`src/rtl/dac_sweep_scheduler.sv`:
```
// Purpose: sequences the test chip's 8 on-die DACs over the chip serial pins from an 8-entry level table.
// Latency: first bit period begins the cycle after start is accepted; each bit lasts CLK_DIV cycles.
// Backpressure: none; start is ignored while busy, table writes are accepted every cycle.
module dac_sweep_scheduler #(
  parameter int CLK_DIV = 4000
) (
  input  logic       clk,
  input  logic       rst,
  input  logic       wr_en,
  input  logic [2:0] wr_addr,
  input  logic [7:0] wr_data,
  input  logic [7:0] ch_mask,
  input  logic       start,
  input  logic       loop_en,
  output logic       busy,
  output logic       done,
  output logic       chip_rst,
  output logic       chip_clk,
  output logic       chip_data_in
);

  localparam int DW = (CLK_DIV > 1) ? $clog2(CLK_DIV) : 1;
  localparam logic [DW-1:0] DIV_LAST = DW'(CLK_DIV - 1);
  localparam logic [DW-1:0] DIV_HALF = DW'(CLK_DIV / 2);

  // EMPTY is the looping-with-no-channels case: a pass ends on every cycle.
  localparam logic [2:0] S_IDLE  = 3'd0;
  localparam logic [2:0] S_PRE   = 3'd1;
  localparam logic [2:0] S_HDR   = 3'd2;
  localparam logic [2:0] S_ADDR  = 3'd3;
  localparam logic [2:0] S_LVL   = 3'd4;
  localparam logic [2:0] S_DONE  = 3'd5;
  localparam logic [2:0] S_EMPTY = 3'd6;

  logic [2:0]      state_q, state_d;
  logic [DW-1:0]   div_q, div_d;
  logic [2:0]      bit_q, bit_d;
  logic [2:0]      ch_q, ch_d;
  logic [7:0]      mask_q, mask_d;
  logic [7:0]      sh_q, sh_d;
  logic [7:0][7:0] tbl_q, tbl_d;
  logic            busy_q, busy_d;
  logic            done_q, done_d;
  logic            rst_q, rst_d;
  logic            data_q, data_d;
  logic            sclk_q, sclk_d;

  logic            bit_end;
  logic            in_bits;
  logic            pass_end;
  logic            go_hdr;
  logic [2:0]      hdr_ch;
  logic [3:0]      pick;
  logic [2:0]      nb;

  // Lowest enabled channel above 'ch' (or the lowest overall when 'any' is set); MSB flags a hit.
  function automatic logic [3:0] next_ch(input logic [7:0] m, input logic [2:0] ch, input logic any);
    logic [3:0] r;
    r = 4'd0;
    for (int i = 7; i >= 0; i--) begin
      if (m[i] && (any || (i > int'(ch)))) r = {1'b1, 3'(i)};
    end
    return r;
  endfunction

  // Next-state: bit timing, field sequencing, channel walk, pass end and table writes.
  always_comb begin
    state_d  = state_q;
    bit_d    = bit_q;
    ch_d     = ch_q;
    mask_d   = mask_q;
    sh_d     = sh_q;
    tbl_d    = tbl_q;
    busy_d   = busy_q;
    done_d   = 1'b0;
    rst_d    = rst_q;
    data_d   = data_q;
    pass_end = 1'b0;
    go_hdr   = 1'b0;
    hdr_ch   = ch_q;
    pick     = 4'd0;
    nb       = bit_q + 3'd1;

    in_bits = (state_q == S_PRE) || (state_q == S_HDR) || (state_q == S_ADDR) || (state_q == S_LVL);
    bit_end = (div_q == DIV_LAST);
    div_d   = (in_bits && !bit_end) ? div_q + 1'b1 : '0;

    if (wr_en) tbl_d[wr_addr] = wr_data;

    case (state_q)
      S_IDLE, S_DONE: begin
        if (start) begin
          state_d = S_PRE;
          bit_d   = 3'd0;
          mask_d  = ch_mask;
          busy_d  = 1'b1;
          rst_d   = 1'b0;
          data_d  = 1'b0;
        end
      end
      S_PRE: begin
        if (bit_end) begin
          if (bit_q == 3'd3) begin
            pick = next_ch(mask_q, 3'd0, 1'b1);
            if (pick[3]) begin
              go_hdr = 1'b1;
              hdr_ch = pick[2:0];
            end else begin
              pass_end = 1'b1;
            end
          end else begin
            // Preamble pattern (0,0) (0,0) (0,1) (1,1).
            bit_d  = nb;
            rst_d  = (bit_q == 3'd2);
            data_d = (bit_q != 3'd0);
          end
        end
      end
      S_HDR: begin
        if (bit_end) begin
          state_d = S_ADDR;
          bit_d   = 3'd0;
          data_d  = ch_q[0];
        end
      end
      S_ADDR: begin
        if (bit_end) begin
          if (bit_q == 3'd2) begin
            state_d = S_LVL;
            bit_d   = 3'd0;
            data_d  = sh_q[0];
            sh_d    = {1'b0, sh_q[7:1]};
          end else begin
            bit_d  = nb;
            data_d = ch_q[nb[1:0]];
          end
        end
      end
      S_LVL: begin
        if (bit_end) begin
          if (bit_q == 3'd7) begin
            pick = next_ch(mask_q, ch_q, 1'b0);
            if (pick[3]) begin
              go_hdr = 1'b1;
              hdr_ch = pick[2:0];
            end else begin
              pass_end = 1'b1;
            end
          end else begin
            bit_d  = nb;
            data_d = sh_q[0];
            sh_d   = {1'b0, sh_q[7:1]};
          end
        end
      end
      S_EMPTY: pass_end = 1'b1;
      default: begin
        state_d = S_IDLE;
        busy_d  = 1'b0;
      end
    endcase

    // A looped pass skips the preamble and resamples the mask.
    if (pass_end) begin
      done_d = 1'b1;
      if (loop_en) begin
        mask_d = ch_mask;
        pick   = next_ch(ch_mask, 3'd0, 1'b1);
        if (pick[3]) begin
          go_hdr = 1'b1;
          hdr_ch = pick[2:0];
        end else begin
          state_d = S_EMPTY;
        end
      end else begin
        state_d = S_DONE;
        busy_d  = 1'b0;
        rst_d   = 1'b1;
        data_d  = 1'b1;
      end
    end

    // The level is captured here, so later table writes only affect later frames.
    if (go_hdr) begin
      state_d = S_HDR;
      ch_d    = hdr_ch;
      bit_d   = 3'd0;
      sh_d    = tbl_q[hdr_ch];
      rst_d   = 1'b1;
      data_d  = 1'b0;
    end

    sclk_d = ((state_d == S_PRE) || (state_d == S_HDR) || (state_d == S_ADDR) || (state_d == S_LVL))
             && (div_d >= DIV_HALF);
  end

  // State registers with synchronous reset; reset also clears the level table.
  always_ff @(posedge clk) begin
    if (rst) begin
      state_q <= S_IDLE;
      div_q   <= '0;
      bit_q   <= 3'd0;
      ch_q    <= 3'd0;
      mask_q  <= 8'd0;
      sh_q    <= 8'd0;
      tbl_q   <= '0;
      busy_q  <= 1'b0;
      done_q  <= 1'b0;
      rst_q   <= 1'b0;
      data_q  <= 1'b0;
      sclk_q  <= 1'b0;
    end else begin
      state_q <= state_d;
      div_q   <= div_d;
      bit_q   <= bit_d;
      ch_q    <= ch_d;
      mask_q  <= mask_d;
      sh_q    <= sh_d;
      tbl_q   <= tbl_d;
      busy_q  <= busy_d;
      done_q  <= done_d;
      rst_q   <= rst_d;
      data_q  <= data_d;
      sclk_q  <= sclk_d;
    end
  end

  assign busy         = busy_q;
  assign done         = done_q;
  assign chip_rst     = rst_q;
  assign chip_clk     = sclk_q;
  assign chip_data_in = data_q;

endmodule

```
`config.mk`:
```
export PLATFORM = sky130hd
export DESIGN_NAME = dac_sweep_scheduler
export DESIGN_NICKNAME = d
export VERILOG_FILES = /design/src/rtl/dac_sweep_scheduler.sv
export SDC_FILE = /design/constraint.sdc
export NUM_CORES = 1
export LEC_CHECK = 0
export BUFFER_PORTS_ARGS = -buffer_cell sky130_fd_sc_hd__clkbuf_2
export CORE_MARGIN = 2
export CORE_UTILIZATION = 63
export CTS_BUF_LIST = sky130_fd_sc_hd__clkbuf_4
export CTS_CLUSTER_SIZE = 12
export DETAILED_ROUTE_END_ITERATION = 8
export PLACE_DENSITY = 0.82
export SLEW_MARGIN = 10
export SYNTH_ARGS = -nofsm -noshare
export SYNTH_HDL_FRONTEND = slang
export SYNTH_SLANG_ARGS = --single-unit
```
`constraint.sdc`:
```
create_clock -name clk -period 3.9 [get_ports clk]
set_input_delay 0.195 -clock clk [delete_from_list [all_inputs] [get_ports clk]]
set_output_delay 0.195 -clock clk [all_outputs]
set_load 0.005 [all_outputs]
```
Word-level counts from Yosys, hierarchy flattened

Cells that the tools add are included.

Input bits: 24
Output and inout bits: 5
Logic and storage cells: 202
Bits in registers: 106

Reduce and logical (&&, ||, !) cells: 27
Eq/ne operators: 25
$lt $le $gt $ge: 12
Muxes and demuxes: 117
$add $sub $neg: 2

Operator list:

| operator                                                      | count |
|---|---|
| two-way mux 4 bit                                             | 31 |
| two-way mux 8 bit                                             | 11 |
| two-way mux 3 bit                                             | 25 |
| bitwise mux 64 bit                                            | 1 |
| two-way mux 1 bit                                             | 36 |
| binary-select mux 8 bit (select 3 bit)                        | 1 |
| demux 8 bit (select 3 bit)                                    | 1 |
| equality test 3 x 2 -> 1 bit (second input constant)          | 6 |
| one-hot mux 8 bit (2 select lines)                            | 1 |
| equality test 3 bit (second input constant)                   | 5 |
| one-hot mux 3 bit (5 select lines)                            | 1 |
| inequality test 2 bit (second input constant)                 | 7 |
| adder 12 x 1 -> 12 bit (second input constant)                | 1 |
| equality test 12 bit (second input constant)                  | 1 |
| >= comparator 12 x 11 -> 1 bit (second input constant)        | 1 |
| greater-than comparator 3 bit (first input constant)          | 4 |
| two-way mux 12 bit                                            | 1 |
| one-hot mux 3 bit (4 select lines)                            | 1 |
| logical AND 1 bit                                             | 10 |
| inequality test 3 bit (second input constant)                 | 3 |
| less-than comparator 3 x 4 -> 1 bit (second input constant)   | 2 |
| AND reduction 8 bit                                           | 1 |
| equality test 3 x 1 -> 1 bit (second input constant)          | 2 |
| greater-than comparator 2 x 3 -> 1 bit (first input constant) | 2 |
| other kinds (19)                                              | 28 |

Longest topological paths before layout

Gate-level depths: netlist of the first run.

Depth after elaboration: 26
Depth in mapped cells: 14
Gate-level depth less buffers: 10

Worst setup path before layout of the first run

Ideal clock, no wire load.

Kind: reg-to-reg
From: register div_q[0]
To: register sh_q[7]
Path buffers: 3
Slack: 0.827 ns
Cell stages (with the launch flop): 14
Clock period less this slack: 3.073 ns
Arrival time: 2.959 ns
Path through: dfxtp_1 ha_1 and4_1 buf_4 and3_1 buf_4 a41oi_1 a21boi_4 nor3b_1 o32ai_2 buf_4 mux4_2 a32o_1 a21o_1

Longest elaborated chain between the ends: 9

RTL lines:

| element                                 | RTL line | RTL |
|---|---|---|
| from (decl)                             | 36       | `logic [DW-1:0] div_q, div_d;` |
| from (signal assigned)                  | 214      | `div_q <= div_d;` |
| equality test 12 bit (*)                | 85       | `bit_end = (div_q == DIV_LAST);` |
| two-way mux 3 bit (on tied branches)    | 140, 102 |  |
| one-hot mux 3 bit (2 select lines)      | 90       | `case (state_q)` |
| two-way mux 3 bit                       | 169      | `if (pick[3]) begin` |
| two-way mux 3 bit                       | 166      | `if (loop_en) begin` |
| two-way mux 3 bit                       | 164      | `if (pass_end) begin` |
| binary-select mux 8 bit (select 3 bit)  | 188      | `sh_d = tbl_q[hdr_ch];` |
| two-way mux 8 bit (implied by the code) | 188      |  |
| two-way mux 8 bit                       | 184      | `if (go_hdr) begin` |
| to (signal assigned)                    | 205      | `sh_q <= 8'd0;` |
| to (signal assigned)                    | 218      | `sh_q <= sh_d;` |
| to (decl)                               | 40       | `logic [7:0] sh_q, sh_d;` |

Every way passes the cells marked *; elsewhere a longest branch is shown, timed or not. The select of a mux whose other input is x is not followed.
A chain may end at the register's enable or synchronous reset.

Worst setup path after layout of the first run

From: register div_q[0]
To: register sh_q[4]

Same word-level chain as after synthesis.

==> metrics.md, run 1 <==
| Metric | Value |
|---|---|
| Vias per cell | 6.09 |
| Top routing layer in use | met4 |
| Data required time of the worst path | ~4200 ps |
| Wl on met1 | approximately 5300 um |
| Asr flop ratio synth | 0% |
| CP startpoint kind | register |
| Initial antenna violation count | 0 |
| Most common cell in the synthesized netlist | nand2_1 |
| Area Overhead vs Synth | 5.90% |
| H-tree depth | 3 |
| First-pass GRT wire length | approximately 22,000 um |
| Core area | 8220 um^2 |
| Rel. slew slack | 22.5% |
| Worst slew pin tran | ~1200 ps |
| Flops & latches, synth | approximately 110 |
| Worst EP arrival | 3850 ps |
| PD cells | around 330 nW/um^2 |
| Die area | between 9000 and 10,000 um^2 |
| # resized after CTS | 0 |
| HPWL after detailed placement | 9490 um |
| Gate Count Post-Synth | between 600 and 700 |
| Syn avg cell area | between 8 and 9 um^2 |
| Placed Area | about 5500 um^2 |
| RSZ-0062 raised after global routing | no |
| Fmax | around 280 MHz |
| Clk buf depth | 2 |
| CTS Buf Count | 9 |
| LEAKAGE | between 2 and 2.5 nW |
| Clock Tree Root | clkbuf_4 |
| Outcome | finished, final reports clean |
| EDFF count, synth | 0 |
| Min Tclk post-route | around 3500 ps |
| Synth area leader | dfxtp_1 |
| Final period util | about nine tenths |
| Setup-failing EPs final | 0 |
| WL per Instance | 16.6 um |
| DP Worst Slack | ~420 ps |
| Mapped Nets | between 600 and 700 |
| Top cell type's share of synthesized area | between 30% and 40% |
| Drt drc | 0 |
| Max cap viols | 0 |
| CTS tree | yes |
| IO Port Bufs | 28 |
| Final Hold Viols | 0 |
| Final setup margin | about 380 ps |
| Fin. max-slew vios | 0 |
| Diodes inserted | 0 |
| Path category of the worst min-delay check | in -> reg |
| Sequential cell area fraction in the yosys report | between 30% and 40% |
| Drt pass-1 iters | 5 |
| Crit-path max FO | 25 |
| Share of layout cells above drive strength 1 | 10.7% |
| Chip Width | between 90 and 100 um |
| Via count | roughly 4.8k |
| Starting density of the core | between 60 and 70% |
| Most frequent cells after synthesis | nand2_1 (139), dfxtp_1 (106), a21oi_1 (76) |
| Chip height | between 90 and 100 um |
| Pin count of the biggest net entering global routing | 64 |
| Top FF cell, synth | dfxtp_1 |
| Post-synthesis cell area | between 5000 and 6000 um^2 |
| Cell variety after synth | 67 |
| Ys Warns | 0 |
| Setup TNS Final | 0 ps |
| Type of element capturing the critical path | register |
| I/O Pins | 29 |
| Placer Congestion | just under 1 |
| Design Power | ~0.0019 W |
| Worst skew pair latency | approximately 490 ps |
| DR WL met3 | between 700 and 800 um |
| Nets | 709 |
| Critical setup path kind | reg -> reg |
| Final ANT Viol Nets | 0 |
| Clk_skew | 25.5 ps |
| Clk sinks | between 100 and 150 |
| Met2 WL | between 6000 and 7000 um |
| Synth top area cells | dfxtp_1 (40%), nand2_1 (9.7%), a21oi_1 (7.1%) |
| Worst-path clk slew | roughly 150 ps |
| VDD IR-drop max | about 0.24 mV |
| Row Count | 33 |
| Tot GR Track Use | a little under a third |
| Post-layout util | a little under 70% |
| Vias in the first global route | between 4k and 5k |
| WL final | about 13,000 um |
| Initial drt markers | ~280 |
| Global route overflow | 0 |
| Finished Cell Area | about 5700 um^2 |
metrics by stage:
step	hold slack [ps]	instances
6_report	7.39	788
5_1_grt	14.1	788
4_1_cts	4.92	788
3_5_place_dp	447	770
3_3_place_gp	438	770
2_1_floorplan	339	668
path summary, 6_finish.rpt:
check	endpoint	depth (start not counted)	from	slack (ps)
max reg2reg	sh_q[4]$_SDFFE_PP0P_	11	div_q[0]$_SDFF_PP0_	380
min	mask_q[0]$_SDFF_PP0_	3	ch_mask[0]	7
min reg2reg	tbl_q[57]$_SDFFE_PP0P_	2	tbl_q[57]$_SDFFE_PP0P_	470
max	sh_q[4]$_SDFFE_PP0P_	11	div_q[0]$_SDFF_PP0_	380
registers in the layout, summed over array words and instances, names as in the netlist:
register and flops:
busy 1, mask_q 8, ch_q 3, chip_rst 1
done 1, chip_clk 1, state_q 3, bit_q 3
sh_q 8, tbl_q 64, div_q 12, chip_data_in 1
timing repair:
action,4_1_cts,5_1_grt
endpoints found under the setup margin,0,0
hold buffers,3,0
setup buffers,0,0
hold endpoints to repair,3,0
cell families (layout without fill, tap and decap cells):
family	Yosys count	after routing	share of synthesized area (%)
DFF	106	106	39.6
buffers and inverters	54	69	4.39
and+or+nand+nor	280	280	23.3
xor gates and xnor gates	11	11	1.80
adders and majority gates	7	7	1.59
AOI/OAI and AO/OA	164	164	18.8
muxes	46	46	10.6
final cells by class:
type / count / area, um^2
multi-input combinational: 508 / 3010
timing repair buffer: 40 / 250
sequential: 106 / 2120
clock inverter: 6 / 50.0
tap: 105 / 131
inverter: 14 / 52.6
fill: 685 / 2540
clock buffer: 9 / 67.6
power breakdown:
group / switching, W / total [W] / internal (W) / leakage (nW)
Sequential: 0.0000240 / 0.00113 / 0.00111 / 0.858
Clock: 0.000382 / 0.000517 / 0.000136 / 0.0643
Combinational: 0.000125 / 0.000207 / 0.0000822 / 1.16
Total: 0.000530 / 0.00185 / 0.00132 / 2.08
cell usage in the layout, fill, tap and decap left out, types with 4 or more instances in the layout:
cell type / n
nand2_1: 139
dfxtp_1: 106
a21oi_1: 76
nor2_1: 68
mux2i_1: 31
clkbuf_2: 27
o21ai_0: 24
nand3_1: 15
inv_1: 14
nor3_1: 10
nand2b_1: 9
clkbuf_4: 9
nor2b_1: 8
mux4_2: 8
a22oi_1: 8
buf_4: 8
o31ai_1: 7
o21a_1: 7
xor2_1: 6
ha_1: 6
xnor2_1: 5
and4_1: 4
and3_1: 4
o22ai_1: 4
a211oi_1: 4
a31oi_1: 4
mux2_2: 4
metal layers:
metal | global-route usage (%) | vias to the layer above
met2 | 54.1 | 203
met5 | 0 | -
met1 | 36.0 | 2203
li1 | - | 2354
met3 | 5.40 | 38
met4 | 12.7 | 0
worst max-delay path, stage by stage, from the launching register on:
cell      delay, ps
dfxtp_1         400
ha_1            210
and4_1          310
nand3_1         360
a311oi_1        500
nand3b_1        170
and4_1          200
o32a_1          190
buf_12          210
mux4_2          520
a22oi_1         220
o31ai_1         100
(Power assumes the default switching activity.)
==> inputs of run 2 (changes only) <==
--- a/config.mk
+++ b/config.mk
@@ -5,12 +5,13 @@
 export SDC_FILE = /design/constraint.sdc
 export NUM_CORES = 1
 export LEC_CHECK = 0
-export BUFFER_PORTS_ARGS = -buffer_cell sky130_fd_sc_hd__clkbuf_2
+export ABC_AREA = 1
 export CORE_MARGIN = 2
-export CORE_UTILIZATION = 63
+export CORE_UTILIZATION = 66
 export CTS_BUF_LIST = sky130_fd_sc_hd__clkbuf_4
 export CTS_CLUSTER_SIZE = 12
 export DETAILED_ROUTE_END_ITERATION = 8
+export DONT_BUFFER_PORTS = 1
 export PLACE_DENSITY = 0.82
 export SLEW_MARGIN = 10
 export SYNTH_ARGS = -nofsm -noshare
==> run 2 against run 1 <==
Compared with the run above:
- utilization is 2.1 points higher
- routed wire length is 7.6% higher
- hold slack better by 41 ps
- synthesized cell count is 25% higher
- power is 11% higher
- sequential cell count stayed put
- cell area is 2.0% higher
- sequential power hardly changed
- count of clock-buffer cells in the layout stayed put
==> metrics.md, run 2 <==
| Metric | Value |
|---|---|
| Clk sinks | 106 (unchanged) |
| EDFF count, synth | 0 (unchanged) |
| Most common cell after layout, fill and taps aside | nor2_1 (was nand2_1) |
| GR Util met2 | 55.5% (was 54.1%) |
| Tot GR Track Use | 32.5% (was 30.5%) |
| Drt pass-1 iters | 5 (unchanged) |
| Largest registers | tbl_q: 64 flops, div_q: 12 flops (unchanged) |
| Placer Congestion | 0.930 (was 0.976) |
| Core area | 8130 um^2 (was 8220 um^2) |
| DP Worst Slack | 911 ps (was 420 ps) |
| Starting density of the core | 67.1% (was 65.3%) |
| GR peak layer | met2 (unchanged) |
| Commonest non-fill, non-tap cells in the layout | nor2_1 (158), nand2_1 (151), dfxtp_1 (106) (was nand2_1 (139), dfxtp_1 (106), a21oi_1 (76)) |
| Worst skew pair latency | 460 ps (was 490 ps) |
| Final setup margin | 759 ps (was 375 ps) |
| Min-Delay Path Depth | 3 (unchanged) |
| Area Overhead vs Synth | 6.12% (was 5.90%) |
| Min Tclk post-route | 3140 ps (was 3520 ps) |
| Syn avg cell area | 6.56 um^2 (was 8.03 um^2) |
| Chip Width | 94.9 um (was 96.3 um) |
| RSZ-0062 raised after global routing | no (unchanged) |
| Non-Filler Instances | 942 (was 788) |
| Fillcell total | 690 (was 685) |
| Final period util | 80.5% (was 90.4%) |
| Drt drc | 0 (unchanged) |
| PD cells | 357 nW/um^2 (was 327 nW/um^2) |
| Fin. max-slew vios | 0 (unchanged) |
| CTS tree | yes (unchanged) |
| Cell variety after synth | 44 (was 67) |
| Rel. slew slack | 34.5% (was 22.5%) |
| Top cell type's share of synthesized area | 38.9% (was 39.6%) |
| IO Port Bufs | 0 (was 28) |
| LEAKAGE | 2.53 nW (was 2.08 nW) |
| Top FF cell, synth | dfxtp_1 (unchanged) |
| Gate Count Post-Synth | 832 (was 668) |
| Switching part of the total | 30.6% (was 28.6%) |
| Initial antenna violation count | 0 (unchanged) |
| Most common cell in the synthesized netlist | nor2_1 (was nand2_1) |
| Critical setup path kind | reg -> reg (unchanged) |
| Mapped Nets | 862 (was 698) |
| Sequential cell area fraction in the yosys report | 38.9% (was 39.6%) |
| Clk buf depth | 2 (unchanged) |
| Switching Power | 0.000632 W (was 0.000530 W) |
| Global route overflow | 0 (unchanged) |
| Final Hold Viols | 0 (unchanged) |
| Fmax | 318 MHz (was 284 MHz) |
| Clock Tree Root | clkbuf_4 (unchanged) |
| Reg power frac | 55.8% (was 61.0%) |
| Data required time of the worst path | 4280 ps (was 4230 ps) |
| Share of layout cells above drive strength 1 | 5.85% (was 10.7%) |
| Clock power share | 29.2% (was 27.9%) |
| Chip height | 94.9 um (was 96.3 um) |
| First-pass GRT wire length | 23,100 um (was 21,700 um) |
| WL per Instance | 15.0 um (was 16.6 um) |
| GR Util met3 | 6.23% (was 5.40%) |
| R2R depth | 16 (was 11) |
| Crit-path max FO | 23 (was 25) |
| Synth area leader | dfxtp_1 (unchanged) |
| Initial drt markers | 360 (was 279) |
| Ys Warns | 0 (unchanged) |
| Final ANT Viol Nets | 0 (unchanged) |
| Nets | 863 (was 709) |
| CP startpoint kind | register (unchanged) |
| Clk_skew | 12.9 ps (was 25.5 ps) |
| Vias in the first global route | 5,002 (was 4,535) |
| Vias per cell | 5.73 (was 6.09) |
| Sequential Area | 2120 um^2 (unchanged) |
| Asr flop ratio synth | 0% (unchanged) |
| Worst EP arrival | 3520 ps (was 3850 ps) |
| Path category of the worst min-delay check | in -> reg (unchanged) |
| Worst-path clk slew | 160 ps (was 150 ps) |
| CTS Buf Count | 9 (unchanged) |
| H-tree depth | 3 (unchanged) |
| Max reg flops | 64 (unchanged) |
| Outcome | finished, final reports clean (unchanged) |
| Max cap viols | 0 (unchanged) |
| Row Count | 33 (unchanged) |
| Diodes inserted | 0 (unchanged) |
| Flops & latches, synth | 106 (unchanged) |
| Global Route met1 Usage | 40.1% (was 36.0%) |
| Die area | 9010 um^2 (was 9270 um^2) |
| Type of element capturing the critical path | register (unchanged) |
| Setup TNS Final | 0 ps (unchanged) |
| Logic gate share of total power | 15.0% (was 11.2%) |
| Synth top area cells | dfxtp_1 (39%), nor2_1 (11%), nand2_1 (10%) (was dfxtp_1 (40%), nand2_1 (9.7%), a21oi_1 (7.1%)) |
| Post-synthesis cell area | 5460 um^2 (was 5360 um^2) |
| HPWL after detailed placement | 9980 um (was 9490 um) |
| VDD IR-drop max | 0.291 mV (was 0.236 mV) |
| Via count | 5,401 (was 4,798) |
| Multi-input logic area | 2810 um^2 (was 3010 um^2) |
| Internal Pwr Total | 0.00144 W (was 0.00132 W) |
| I/O Pins | 29 (unchanged) |
| Biggest register | tbl_q (unchanged) |
| Most frequent cells after synthesis | nor2_1 (158), nand2_1 (151), dfxtp_1 (106) (was nand2_1 (139), dfxtp_1 (106), a21oi_1 (76)) |
| Worst slew pin tran | 981 ps (was 1160 ps) |
| Pin count of the biggest net entering global routing | 45 (was 64) |
| WL final | 14,100 um (was 13,100 um) |
| Setup-failing EPs final | 0 (unchanged) |
| Placed cell count | 909 (was 770) |
-- run 2: changes by cell type after synthesis, sizes merged, moves of 9 or more --
cell    before  now
nor2        69  168
nand3       15   60
buf         23   12
o21ai       27  107
nand2b       9    0
inv         14   99
mux2i       31    0
a21oi       76   50
nand2      139  159
-- run 2: kinds of logic (layout without fill, tap and decap cells) --
kind of cell	count (synthesis)	in the layout	share of synthesized area, %
AND/OR/NAND/NOR	406	406	31.9
AO/OA/AOI/OAI	180	180	17.7
buffers and inverters	130	135	9.56
flip-flops	106	106	38.9
adder cells (fa/ha/maj)	6	6	1.38
XOR/XNOR	4	4	0.642
-- run 2: final timing paths --
kind                         start                 endpoint  slack [ps]
max            div_q[0]$_SDFF_PP0_     sh_q[1]$_SDFFE_PP0P_         760
min                          start  chip_data_in$_SDFF_PP0_          50
max reg2reg    div_q[0]$_SDFF_PP0_     sh_q[1]$_SDFFE_PP0P_         760
min reg2reg  tbl_q[9]$_SDFFE_PP0P_    tbl_q[9]$_SDFFE_PP0P_         460
-- run 2: power by group through the flow --
stage                     sequential (W)  clock [W]  combinational [W]
after floorplan                  0.00116          0           0.000241
after global placement           0.00117          0           0.000269
after detailed placement         0.00117          0           0.000275
after CTS                        0.00115   0.000608           0.000305
after global routing             0.00116   0.000646           0.000351
final                            0.00115   0.000604           0.000310
-- run 2: repair_timing --
action / in CTS / in global routing
endpoints found under the hold margin: 86 / 0
setup buffers: 0 / 0
hold buffers: 18 / 0
gates resized for setup: 0 / 0
setup endpoints to repair: 0 / 0
-- run 2: critical path, stage by stage, from the launching register on --
cell and delay [ps]:
dfxtp_1 400, ha_1 190, nand2_1 110, nor2_2 220
nand3_4 230, nor2_2 160, nand2_2 100, nor2_2 100
nand2_1 60, nand2_1 70, a21oi_1 110, o21ai_2 770
nand3_1 230, nand3_1 150, nand3_1 80, nand2_1 60
inv_1 40
-- run 2: layout make-up --
class                   instances  share of cell area (%)
multi-input cells             596                    48.6
flip-flops and latches        106                    36.6
inverters                     101                    6.61
repair buffers                 19                    3.24
well taps                     105                    2.27
clock inverters                 6                    1.49
clock buffers                   9                    1.17
-- run 2: stage by stage --
| stage | hold slack (ps) | utilization (%) | total power [W] | area, um^2 |
|---|---|---|---|---|
| CTS | 22.2 | 71.2 | 0.00206 | 5790 |
| floorplan | 274 | - | 0.00141 | 5460 |
| detailed placement | 273 | 67.1 | 0.00145 | 5460 |
| finish | 48.0 | 71.2 | 0.00207 | 5790 |
| global route | 50.7 | 71.2 | 0.00215 | 5790 |
| global placement | 267 | 67.1 | 0.00144 | 5460 |
-- run 2: per-layer routing --
| layer | up-vias | part of all wire (%) |
|---|---|---|
| met5 | - | 0 |
| met4 | 0 | 3.2 |
| met3 | 33 | 7.1 |
| met2 | 215 | 48 |
| met1 | 2476 | 42 |
| li1 | 2677 | - |
